### src/rtl/noc_vc_arbiter_pkg.sv
// Shared constants and types for the two-VC output link arbiter.
// Latency: n/a (declarations only).
// Backpressure: n/a.
package noc_vc_arbiter_pkg;

  localparam int Noc_Data_Width = 32;
  localparam int Noc_VC_Channel = 2;

  // Arbiter FSM encodings
  localparam logic [0:0] NOC_ARB_IDLE   = 1'b0;
  localparam logic [0:0] NOC_ARB_LOCKED = 1'b1;

  typedef logic [Noc_Data_Width-1:0] flit_t;

  // One-hot request/grant vector for a VC index.
  function automatic logic [1:0] vc_onehot(input logic vc);
    return vc ? 2'b10 : 2'b01;
  endfunction

endpackage

### src/rtl/noc_vc_arbiter_if.sv
// Bundle of the two VC input streams and the merged link output.
// Latency: n/a (wires only).
// Backpressure: receive_ready per VC, sender_ready and per-VC VCready from the link.
// Modports: master = router side (drives VC streams, link ready),
//           slave  = arbiter side (drives receive_ready and sender_*).
interface noc_vc_arbiter_if;
  import noc_vc_arbiter_pkg::*;

  logic                      Noc_channel0_receive_valid;
  flit_t                     Noc_channel0_receive_flit;
  logic                      Noc_channel0_receive_is_header;
  logic                      Noc_channel0_receive_is_tail;
  logic                      Noc_channel0_receive_ready;

  logic                      Noc_channel1_receive_valid;
  flit_t                     Noc_channel1_receive_flit;
  logic                      Noc_channel1_receive_is_header;
  logic                      Noc_channel1_receive_is_tail;
  logic                      Noc_channel1_receive_ready;

  logic                      Noc_sender_valid;
  flit_t                     Noc_sender_flit;
  logic                      Noc_sender_is_header;
  logic                      Noc_sender_is_tail;
  logic                      Noc_sender_vc_id;
  logic                      Noc_sender_ready;
  logic [Noc_VC_Channel-1:0] Noc_sender_VCready;

  modport master (
    output Noc_channel0_receive_valid, Noc_channel0_receive_flit,
           Noc_channel0_receive_is_header, Noc_channel0_receive_is_tail,
    input  Noc_channel0_receive_ready,
    output Noc_channel1_receive_valid, Noc_channel1_receive_flit,
           Noc_channel1_receive_is_header, Noc_channel1_receive_is_tail,
    input  Noc_channel1_receive_ready,
    input  Noc_sender_valid, Noc_sender_flit, Noc_sender_is_header,
           Noc_sender_is_tail, Noc_sender_vc_id,
    output Noc_sender_ready, Noc_sender_VCready
  );

  modport slave (
    input  Noc_channel0_receive_valid, Noc_channel0_receive_flit,
           Noc_channel0_receive_is_header, Noc_channel0_receive_is_tail,
    output Noc_channel0_receive_ready,
    input  Noc_channel1_receive_valid, Noc_channel1_receive_flit,
           Noc_channel1_receive_is_header, Noc_channel1_receive_is_tail,
    output Noc_channel1_receive_ready,
    output Noc_sender_valid, Noc_sender_flit, Noc_sender_is_header,
           Noc_sender_is_tail, Noc_sender_vc_id,
    input  Noc_sender_ready, Noc_sender_VCready
  );

endinterface

### src/rtl/noc_rr_arbiter2.sv
// Two-requester round-robin arbiter, one-hot grant, pointer advanced on update.
// Latency: grant is combinational from req_i and the pointer; pointer moves at the next edge.
// Backpressure: none; caller decides when a grant was consumed via update_i.
// Ports: clk_i/rst_ni clock and async active-low reset; req_i requests; update_i with
//        last_i (index of the requester just served) moves priority to the other one;
//        gnt_o one-hot grant.
module noc_rr_arbiter2 (
  input  logic       clk_i,
  input  logic       rst_ni,
  input  logic [1:0] req_i,
  input  logic       update_i,
  input  logic       last_i,
  output logic [1:0] gnt_o
);

  // ptr_q names the requester that wins a tie.
  logic ptr_q, ptr_d;

  always_comb begin
    if (req_i == 2'b11) begin
      gnt_o = ptr_q ? 2'b10 : 2'b01;
    end else begin
      gnt_o = req_i;
    end
  end

  assign ptr_d = update_i ? ~last_i : ptr_q;

  always_ff @(posedge clk_i or negedge rst_ni) begin
    if (!rst_ni) begin
      ptr_q <= 1'b0;
    end else begin
      ptr_q <= ptr_d;
    end
  end

endmodule

### src/rtl/noc_vc_arbiter.sv
// Packet-granular merge of two VC flit streams onto one link, tagging each flit with its VC.
// Latency: 0 (combinational pass-through); 1 with NOC_VC_ARB_OUTREG_EN defined.
// Backpressure: only the granted/owner VC sees ready, following link readiness.
// Ports: noc_clk, noc_rst_n (async active-low); bus = noc_vc_arbiter_if.slave carrying
//        both VC receive streams, the merged sender stream, sender_ready and VCready.
// Build option: NOC_VC_ARB_OUTREG_EN inserts a one-entry output register.
module noc_vc_arbiter
  import noc_vc_arbiter_pkg::*;
(
  input logic             noc_clk,
  input logic             noc_rst_n,
  noc_vc_arbiter_if.slave bus
);

  logic [0:0] state_q, state_d;
  logic       owner_q, owner_d;
  // Set for the single cycle after a multi-flit packet's tail: no new grant
  // is issued then, so every packet boundary out of a lock costs one bubble.
  logic       gap_q, gap_d;

  logic [1:0] in_vld, in_hdr, in_tail;
  logic [1:0] elig, rr_gnt, gnt;
  logic       arb_open, gnt_vc, rr_update;
  logic       sel_vld, sel_hdr, sel_tail;
  flit_t      sel_flit;
  logic       out_accept, hs;

  assign in_vld  = {bus.Noc_channel1_receive_valid,     bus.Noc_channel0_receive_valid};
  assign in_hdr  = {bus.Noc_channel1_receive_is_header, bus.Noc_channel0_receive_is_header};
  assign in_tail = {bus.Noc_channel1_receive_is_tail,   bus.Noc_channel0_receive_is_tail};

  assign arb_open = (state_q == NOC_ARB_IDLE) && !gap_q;
  assign elig     = in_vld & in_hdr & bus.Noc_sender_VCready & {2{arb_open}};

  noc_rr_arbiter2 u_rr (
    .clk_i    (noc_clk),
    .rst_ni   (noc_rst_n),
    .req_i    (elig),
    .update_i (rr_update),
    .last_i   (gnt_vc),
    .gnt_o    (rr_gnt)
  );

  // While locked the owner keeps the link regardless of VCready.
  assign gnt    = (state_q == NOC_ARB_LOCKED) ? vc_onehot(owner_q) : rr_gnt;
  assign gnt_vc = gnt[1];

  always_comb begin
    sel_vld  = 1'b0;
    sel_hdr  = 1'b0;
    sel_tail = 1'b0;
    sel_flit = '0;
    if (gnt[1]) begin
      sel_vld  = in_vld[1];
      sel_hdr  = in_hdr[1];
      sel_tail = in_tail[1];
      sel_flit = bus.Noc_channel1_receive_flit;
    end else if (gnt[0]) begin
      sel_vld  = in_vld[0];
      sel_hdr  = in_hdr[0];
      sel_tail = in_tail[0];
      sel_flit = bus.Noc_channel0_receive_flit;
    end
  end

  assign hs = sel_vld && out_accept;

  always_comb begin
    state_d   = state_q;
    owner_d   = owner_q;
    gap_d     = 1'b0;
    rr_update = 1'b0;
    if (state_q == NOC_ARB_IDLE) begin
      if (hs) begin
        if (sel_tail) begin
          rr_update = 1'b1;          // single-flit packet: stay idle
        end else begin
          state_d = NOC_ARB_LOCKED;
          owner_d = gnt_vc;
        end
      end
    end else if (hs && sel_tail) begin
      state_d   = NOC_ARB_IDLE;
      rr_update = 1'b1;
      gap_d     = 1'b1;
    end
  end

  always_ff @(posedge noc_clk or negedge noc_rst_n) begin
    if (!noc_rst_n) begin
      state_q <= NOC_ARB_IDLE;
      owner_q <= 1'b0;
      gap_q   <= 1'b0;
    end else begin
      state_q <= state_d;
      owner_q <= owner_d;
      gap_q   <= gap_d;
    end
  end

  // Readies are gated by reset so an upstream that stays live during reset
  // never sees a flit consumed.
  assign bus.Noc_channel0_receive_ready = noc_rst_n && gnt[0] && out_accept;
  assign bus.Noc_channel1_receive_ready = noc_rst_n && gnt[1] && out_accept;

`ifdef NOC_VC_ARB_OUTREG_EN
  logic  out_vld_q,  out_vld_d;
  logic  out_hdr_q,  out_hdr_d;
  logic  out_tail_q, out_tail_d;
  logic  out_vc_q,   out_vc_d;
  flit_t out_flit_q, out_flit_d;

  assign out_accept = !out_vld_q || bus.Noc_sender_ready;

  always_comb begin
    out_vld_d  = out_vld_q;
    out_hdr_d  = out_hdr_q;
    out_tail_d = out_tail_q;
    out_vc_d   = out_vc_q;
    out_flit_d = out_flit_q;
    if (hs) begin
      out_vld_d  = 1'b1;
      out_hdr_d  = sel_hdr;
      out_tail_d = sel_tail;
      out_vc_d   = gnt_vc;
      out_flit_d = sel_flit;
    end else if (bus.Noc_sender_ready) begin
      out_vld_d  = 1'b0;
    end
  end

  always_ff @(posedge noc_clk or negedge noc_rst_n) begin
    if (!noc_rst_n) begin
      out_vld_q  <= 1'b0;
      out_hdr_q  <= 1'b0;
      out_tail_q <= 1'b0;
      out_vc_q   <= 1'b0;
      out_flit_q <= '0;
    end else begin
      out_vld_q  <= out_vld_d;
      out_hdr_q  <= out_hdr_d;
      out_tail_q <= out_tail_d;
      out_vc_q   <= out_vc_d;
      out_flit_q <= out_flit_d;
    end
  end

  assign bus.Noc_sender_valid     = out_vld_q;
  assign bus.Noc_sender_flit      = out_flit_q;
  assign bus.Noc_sender_is_header = out_hdr_q;
  assign bus.Noc_sender_is_tail   = out_tail_q;
  assign bus.Noc_sender_vc_id     = out_vc_q;
`else
  assign out_accept = bus.Noc_sender_ready;

  // Pass-through path; forced quiet while reset is held.
  assign bus.Noc_sender_valid     = noc_rst_n && sel_vld;
  assign bus.Noc_sender_flit      = noc_rst_n ? sel_flit : '0;
  assign bus.Noc_sender_is_header = noc_rst_n && sel_hdr;
  assign bus.Noc_sender_is_tail   = noc_rst_n && sel_tail;
  assign bus.Noc_sender_vc_id     = noc_rst_n && gnt_vc;
`endif

endmodule

### src/flat_wrapper.sv
// flat-port wrapper written by rule: the top's interface ports become plain ports
module noc_vc_arbiter_flat import noc_vc_arbiter_pkg::*;
  (noc_clk, noc_rst_n, bus_Noc_channel0_receive_valid, bus_Noc_channel0_receive_flit, bus_Noc_channel0_receive_is_header, bus_Noc_channel0_receive_is_tail, bus_Noc_channel0_receive_ready, bus_Noc_channel1_receive_valid, bus_Noc_channel1_receive_flit, bus_Noc_channel1_receive_is_header, bus_Noc_channel1_receive_is_tail, bus_Noc_channel1_receive_ready, bus_Noc_sender_valid, bus_Noc_sender_flit, bus_Noc_sender_is_header, bus_Noc_sender_is_tail, bus_Noc_sender_vc_id, bus_Noc_sender_ready, bus_Noc_sender_VCready);
  noc_vc_arbiter_if bus_i ();
  input logic noc_clk;
  input logic noc_rst_n;
  input wire logic [$bits(bus_i.Noc_channel0_receive_valid)-1:0] bus_Noc_channel0_receive_valid;
  input wire logic [$bits(bus_i.Noc_channel0_receive_flit)-1:0] bus_Noc_channel0_receive_flit;
  input wire logic [$bits(bus_i.Noc_channel0_receive_is_header)-1:0] bus_Noc_channel0_receive_is_header;
  input wire logic [$bits(bus_i.Noc_channel0_receive_is_tail)-1:0] bus_Noc_channel0_receive_is_tail;
  output wire logic [$bits(bus_i.Noc_channel0_receive_ready)-1:0] bus_Noc_channel0_receive_ready;
  input wire logic [$bits(bus_i.Noc_channel1_receive_valid)-1:0] bus_Noc_channel1_receive_valid;
  input wire logic [$bits(bus_i.Noc_channel1_receive_flit)-1:0] bus_Noc_channel1_receive_flit;
  input wire logic [$bits(bus_i.Noc_channel1_receive_is_header)-1:0] bus_Noc_channel1_receive_is_header;
  input wire logic [$bits(bus_i.Noc_channel1_receive_is_tail)-1:0] bus_Noc_channel1_receive_is_tail;
  output wire logic [$bits(bus_i.Noc_channel1_receive_ready)-1:0] bus_Noc_channel1_receive_ready;
  output wire logic [$bits(bus_i.Noc_sender_valid)-1:0] bus_Noc_sender_valid;
  output wire logic [$bits(bus_i.Noc_sender_flit)-1:0] bus_Noc_sender_flit;
  output wire logic [$bits(bus_i.Noc_sender_is_header)-1:0] bus_Noc_sender_is_header;
  output wire logic [$bits(bus_i.Noc_sender_is_tail)-1:0] bus_Noc_sender_is_tail;
  output wire logic [$bits(bus_i.Noc_sender_vc_id)-1:0] bus_Noc_sender_vc_id;
  input wire logic [$bits(bus_i.Noc_sender_ready)-1:0] bus_Noc_sender_ready;
  input wire logic [$bits(bus_i.Noc_sender_VCready)-1:0] bus_Noc_sender_VCready;
  assign bus_i.Noc_channel0_receive_valid = bus_Noc_channel0_receive_valid;
  assign bus_i.Noc_channel0_receive_flit = bus_Noc_channel0_receive_flit;
  assign bus_i.Noc_channel0_receive_is_header = bus_Noc_channel0_receive_is_header;
  assign bus_i.Noc_channel0_receive_is_tail = bus_Noc_channel0_receive_is_tail;
  assign bus_Noc_channel0_receive_ready = bus_i.Noc_channel0_receive_ready;
  assign bus_i.Noc_channel1_receive_valid = bus_Noc_channel1_receive_valid;
  assign bus_i.Noc_channel1_receive_flit = bus_Noc_channel1_receive_flit;
  assign bus_i.Noc_channel1_receive_is_header = bus_Noc_channel1_receive_is_header;
  assign bus_i.Noc_channel1_receive_is_tail = bus_Noc_channel1_receive_is_tail;
  assign bus_Noc_channel1_receive_ready = bus_i.Noc_channel1_receive_ready;
  assign bus_Noc_sender_valid = bus_i.Noc_sender_valid;
  assign bus_Noc_sender_flit = bus_i.Noc_sender_flit;
  assign bus_Noc_sender_is_header = bus_i.Noc_sender_is_header;
  assign bus_Noc_sender_is_tail = bus_i.Noc_sender_is_tail;
  assign bus_Noc_sender_vc_id = bus_i.Noc_sender_vc_id;
  assign bus_i.Noc_sender_ready = bus_Noc_sender_ready;
  assign bus_i.Noc_sender_VCready = bus_Noc_sender_VCready;
  noc_vc_arbiter u_core (.noc_clk(noc_clk), .noc_rst_n(noc_rst_n), .bus(bus_i));
endmodule
### config.mk
export PLATFORM = sky130hd
export DESIGN_NAME = noc_vc_arbiter_flat
export DESIGN_NICKNAME = d
export VERILOG_FILES = /design/src/rtl/noc_vc_arbiter_pkg.sv /design/src/rtl/noc_vc_arbiter_if.sv /design/src/rtl/noc_rr_arbiter2.sv /design/src/rtl/noc_vc_arbiter.sv /design/src/flat_wrapper.sv
export SDC_FILE = /design/constraint.sdc
export NUM_CORES = 1
export LEC_CHECK = 0
export ABC_AREA = 1
export BUFFER_PORTS_ARGS = -buffer_cell sky130_fd_sc_hd__clkbuf_2
export CAP_MARGIN = 20
export CORE_UTILIZATION = 32
export DETAILED_ROUTE_END_ITERATION = 10
export PLACE_DENSITY = 0.92
export SYNTH_ARGS = -nofsm -noshare
export SYNTH_HDL_FRONTEND = slang
export SYNTH_SLANG_ARGS = --single-unit
### constraint.sdc
create_clock -name noc_clk -period 5.1 [get_ports noc_clk]
set_clock_uncertainty 0.2 [all_clocks]
set_input_delay 1.02 -clock noc_clk [delete_from_list [all_inputs] [get_ports noc_clk]]
set_output_delay 1.02 -clock noc_clk [all_outputs]
set_load 0.02 [all_outputs]
==> summary by stage <==
Status
The run finished with clean final reports.

Placement
The detailed placement HPWL is between 2000 and 2500 um. The number of cells after detailed placement is 288. The setup slack at placement is between 1 and 1.5 ns. At the end of routability-driven placement, the weighted congestion stood at 0.831.

The number of buffers added on ports is ~110.

Timing
The final critical-path required period is roughly 3.7 ns. In this run the tightest slew margin relative to its limit is between 60% and 70%. At the pin with the least slew margin, the transition time is between 0.5 and 0.6 ns.

The final count of pins violating max slew is 0. The smallest setup slack after layout is about 1.4 ns. The post-route fraction of the period consumed by the critical path is between 70% and 80%.

The total setup violations reported at the end of the flow is 0. For this run, the top clock speed supported by timing is roughly 270 MHz. The setup total negative slack is 0 ns. Setup repair after global routing left no endpoint under its margin. The final-report hold violation count is 0.

Global route
The first global-routing pass estimated around 4300 um of wire. The overall overflow remaining after global route is 0. The via count of the first global-routing pass came to around 1100. The largest net degree at the start of global routing is 35. The number of antenna violations at the first check in global routing is 0. Global routing used 20.3% of the available tracks.

Logic synthesis
Synthesis produced a netlist with a net count of around 230. The combined area of all synthesized cells is 782 um^2. The cell accounting for the most synthesized area is nand2_1. The distinct cell type count of the synthesized netlist is 16.

The register bit total from synthesis is 4. By area the synthesized netlist is led by nand2_1 21%, inv_1 20%, dfrtp_1 13%. Sorting the synthesized cells by how often they occur yields 44 x nand2_1, 41 x inv_1, 17 x o21ai_1. The share of flip-flops with an asynchronous set or reset is 100%. After synthesis, the mean cell area works out to a little over 5 um^2.

The number of synthesized flops with an enable pin is 0. The most frequent cell after synthesis is nand2_1. Summing the sequential cell areas from Yosys gives roughly an eighth of the chip area. The share of Yosys cell area claimed by the top area cell type is 21.1%. The synthesized netlist cell count is approximately 150. The total number of yosys warnings is 0. Among all flip-flop cells after synthesis, the most frequent one is dfrtp_1.

Detailed routing
The routed wirelength normalized by instance count is just over 9 um. After detailed routing, the number of remaining DRC violations is 0. The detailed router finished its first iteration with 24 violations. The per-cell via count in the routed design is 4.33. The first detailed-routing pass ran for 4 iterations. The via count is around 1300. In this run the remaining antenna-violating nets after routing total 0. Summed over all layers, the routed wires come to 2680 um.

Final layout
The fraction of final layout cells with drive strength greater than 1 is approximately 48%. The repair_antennas step left the layout with diodes totalling 0. The post-layout instance count excluding filler cells is 291. The final-layout fill cell count is between 200 and 250. From synthesis to final layout, the design area changed by 72.8%.

In the final layout, flip-flops and latches occupy 100 um^2. The footprint of the multi-input gates is 473 um^2. The total number of nets in the final design is 340.

Clocking
The clock root buffer master is clkbuf_4. The number of buffers created by CTS is 3. The insertion delay of the later-clocked pin in the worst-skew pair is about 0.22 ns. The TritonCTS clock tree is done. Counting every sink on the clock net gives 4.

Post-CTS repair changed the size of 0 cells. Clock-pin slew was measured on the worst setup and hold paths at around 0.030 ns. In this run the post-CTS setup repair buffer count came out at 0. The number of buffers inserted by hold repair at cts is 0. The longest clock path from root to sink contains 2 buffers.

The number of H-tree levels is 1.

Critical path
Walking the worst path, the cells encountered are clkbuf_2, nand2_1, nor2_2, nand3_1, nand3_2, nand3_2, o21ai_0, clkbuf_2. The endpoint identified for the worst register-to-register timing path is u_core.owner_q$_DFFE_PN0P_. The highest net fanout along the worst path is 34. In this design, the largest share of critical-path delay is due to simple AND/OR/NAND/NOR gates. The most critical setup path has its startpoint at bus_Noc_channel0_receive_is_header. The critical path's largest stage delay is around 0.44 ns. The minimum setup slack among reg-to-reg paths is 3.51 ns.

The kind of end point of the critical path is an output port. The number of buffers and inverters on the critical path is 2. The worst setup path is launched from an input pin.

The setup path with the least slack is of type input pin to output port. For this design, the slowest cell found on the critical path is nand3_2. The worst reg2reg path depth is 9. The arrival time reported for the critical path endpoint is around 2.5 ns. The required time at the endpoint of the critical path is ~3.9 ns.

Floorplan
The floorplan step defined a die boundary enclosing 0.00265 mm^2. The number of placed I/O pins is ~110. The die is around 51 um tall.

From left edge to right edge, the die measures 51.4 um. The initial utilization of the core area, before any placement, comes to around a third. The number of placement rows is 17.

The core region is ~0.0023 mm^2.

Power and ir drop
The analysis attributes to cell leakage a power of 0.000938 uW. The maximum vdd ir drop is between 0.3 and 0.4 mV. The post-layout total power is around 540 uW. The ratio of total power to cell area is between 300 and 400 mW/mm^2.

Hold path
The kind of path behind the tightest hold check is flip-flop to flip-flop. The worst hold path begins at u_core.u_rr.ptr_q$_DFFE_PN0P_. The worst hold path endpoint is u_core.u_rr.ptr_q$_DFFE_PN0P_.

The cell depth of the worst hold path is 2.

Run
The max-capacitance violation count is 0.
how the worst max path moves through the flow:
| stage | to | slack [ns] | depth (start not counted) |
|---|---|---|---|
| 2_1_floorplan | bus_Noc_sender_flit[2] | 1.77 | 7 |
| 3_3_place_gp | bus_Noc_sender_flit[4] | 1.43 | 8 |
| 3_5_place_dp | bus_Noc_sender_flit[1] | 1.34 | 8 |
| 4_1_cts | bus_Noc_sender_flit[1] | 1.34 | 8 |
| 5_1_grt | bus_Noc_sender_flit[22] | 1.16 | 8 |
| 6_report | bus_Noc_sender_flit[1] | 1.37 | 8 |
through the flow:
| step | hold WS [ns] | util [%] | instance area [um^2] |
|---|---|---|---|
| floorplan | 0.249 | - | 782 |
| global placement | 0.268 | 58.9 | 1330 |
| detailed placement | 0.275 | 58.9 | 1330 |
| CTS | 0.286 | 59.9 | 1350 |
| global route | 0.326 | 59.9 | 1350 |
| finish | 0.280 | 59.9 | 1350 |
layer usage:
layer	wire, um	vias to the layer above	GRT usage (%)
met5	0	-	0
met4	31	0	4.05
met3	224	4	2.68
met2	1390	57	42.2
met1	1040	516	20.9
li1	-	683	-
where the power goes:
part	internal, uW	total, uW	switching, uW
registers	44.6	51.7	7.15
logic	140	446	306
clock network	26.2	37.1	10.9
total	211	535	324
worst reg2reg max path, cell delays in order (launching register included):
cell,delay [ns]
dfrtp_1,0.39
nor2_2,0.14
and2b_1,0.14
nand2_1,0.06
nand2_2,0.11
nand2_1,0.09
nand2_2,0.09
nand2_2,0.08
o21bai_1,0.12
nand2_1,0.06
cell type report:
cell class                      count  area share, %
Timing Repair Buffer              112           41.5
Multi-Input combinational cell    102           35.0
Inverter                           42           11.9
Sequential cell                     4           7.41
Tap cell                           28           2.59
Clock buffer                        3           1.67
cell usage in the layout (no fill, tap or decap):
cell and count:
inv_1 41, nor2_2 3, nand2_2 4, a21oi_1 2, nor2_1 5, clkbuf_2 112, o21ai_0 16, o21bai_1 1
inv_4 1, nand2_1 44, and2b_1 1, dfrtp_1 4, clkbuf_4 3, o21ai_1 17, nand3_2 2, nand3_1 7
kinds of logic (layout without fill, tap and decap cells):
group	after synthesis	in the layout	synth area share [%]
AO/OA/AOI/OAI	36	36	23.4
buffers and inverters	48	157	26.7
flip-flops	4	4	12.8
AND/OR/NAND/NOR	66	66	37.1
Power figures use the tool's default switching activity.
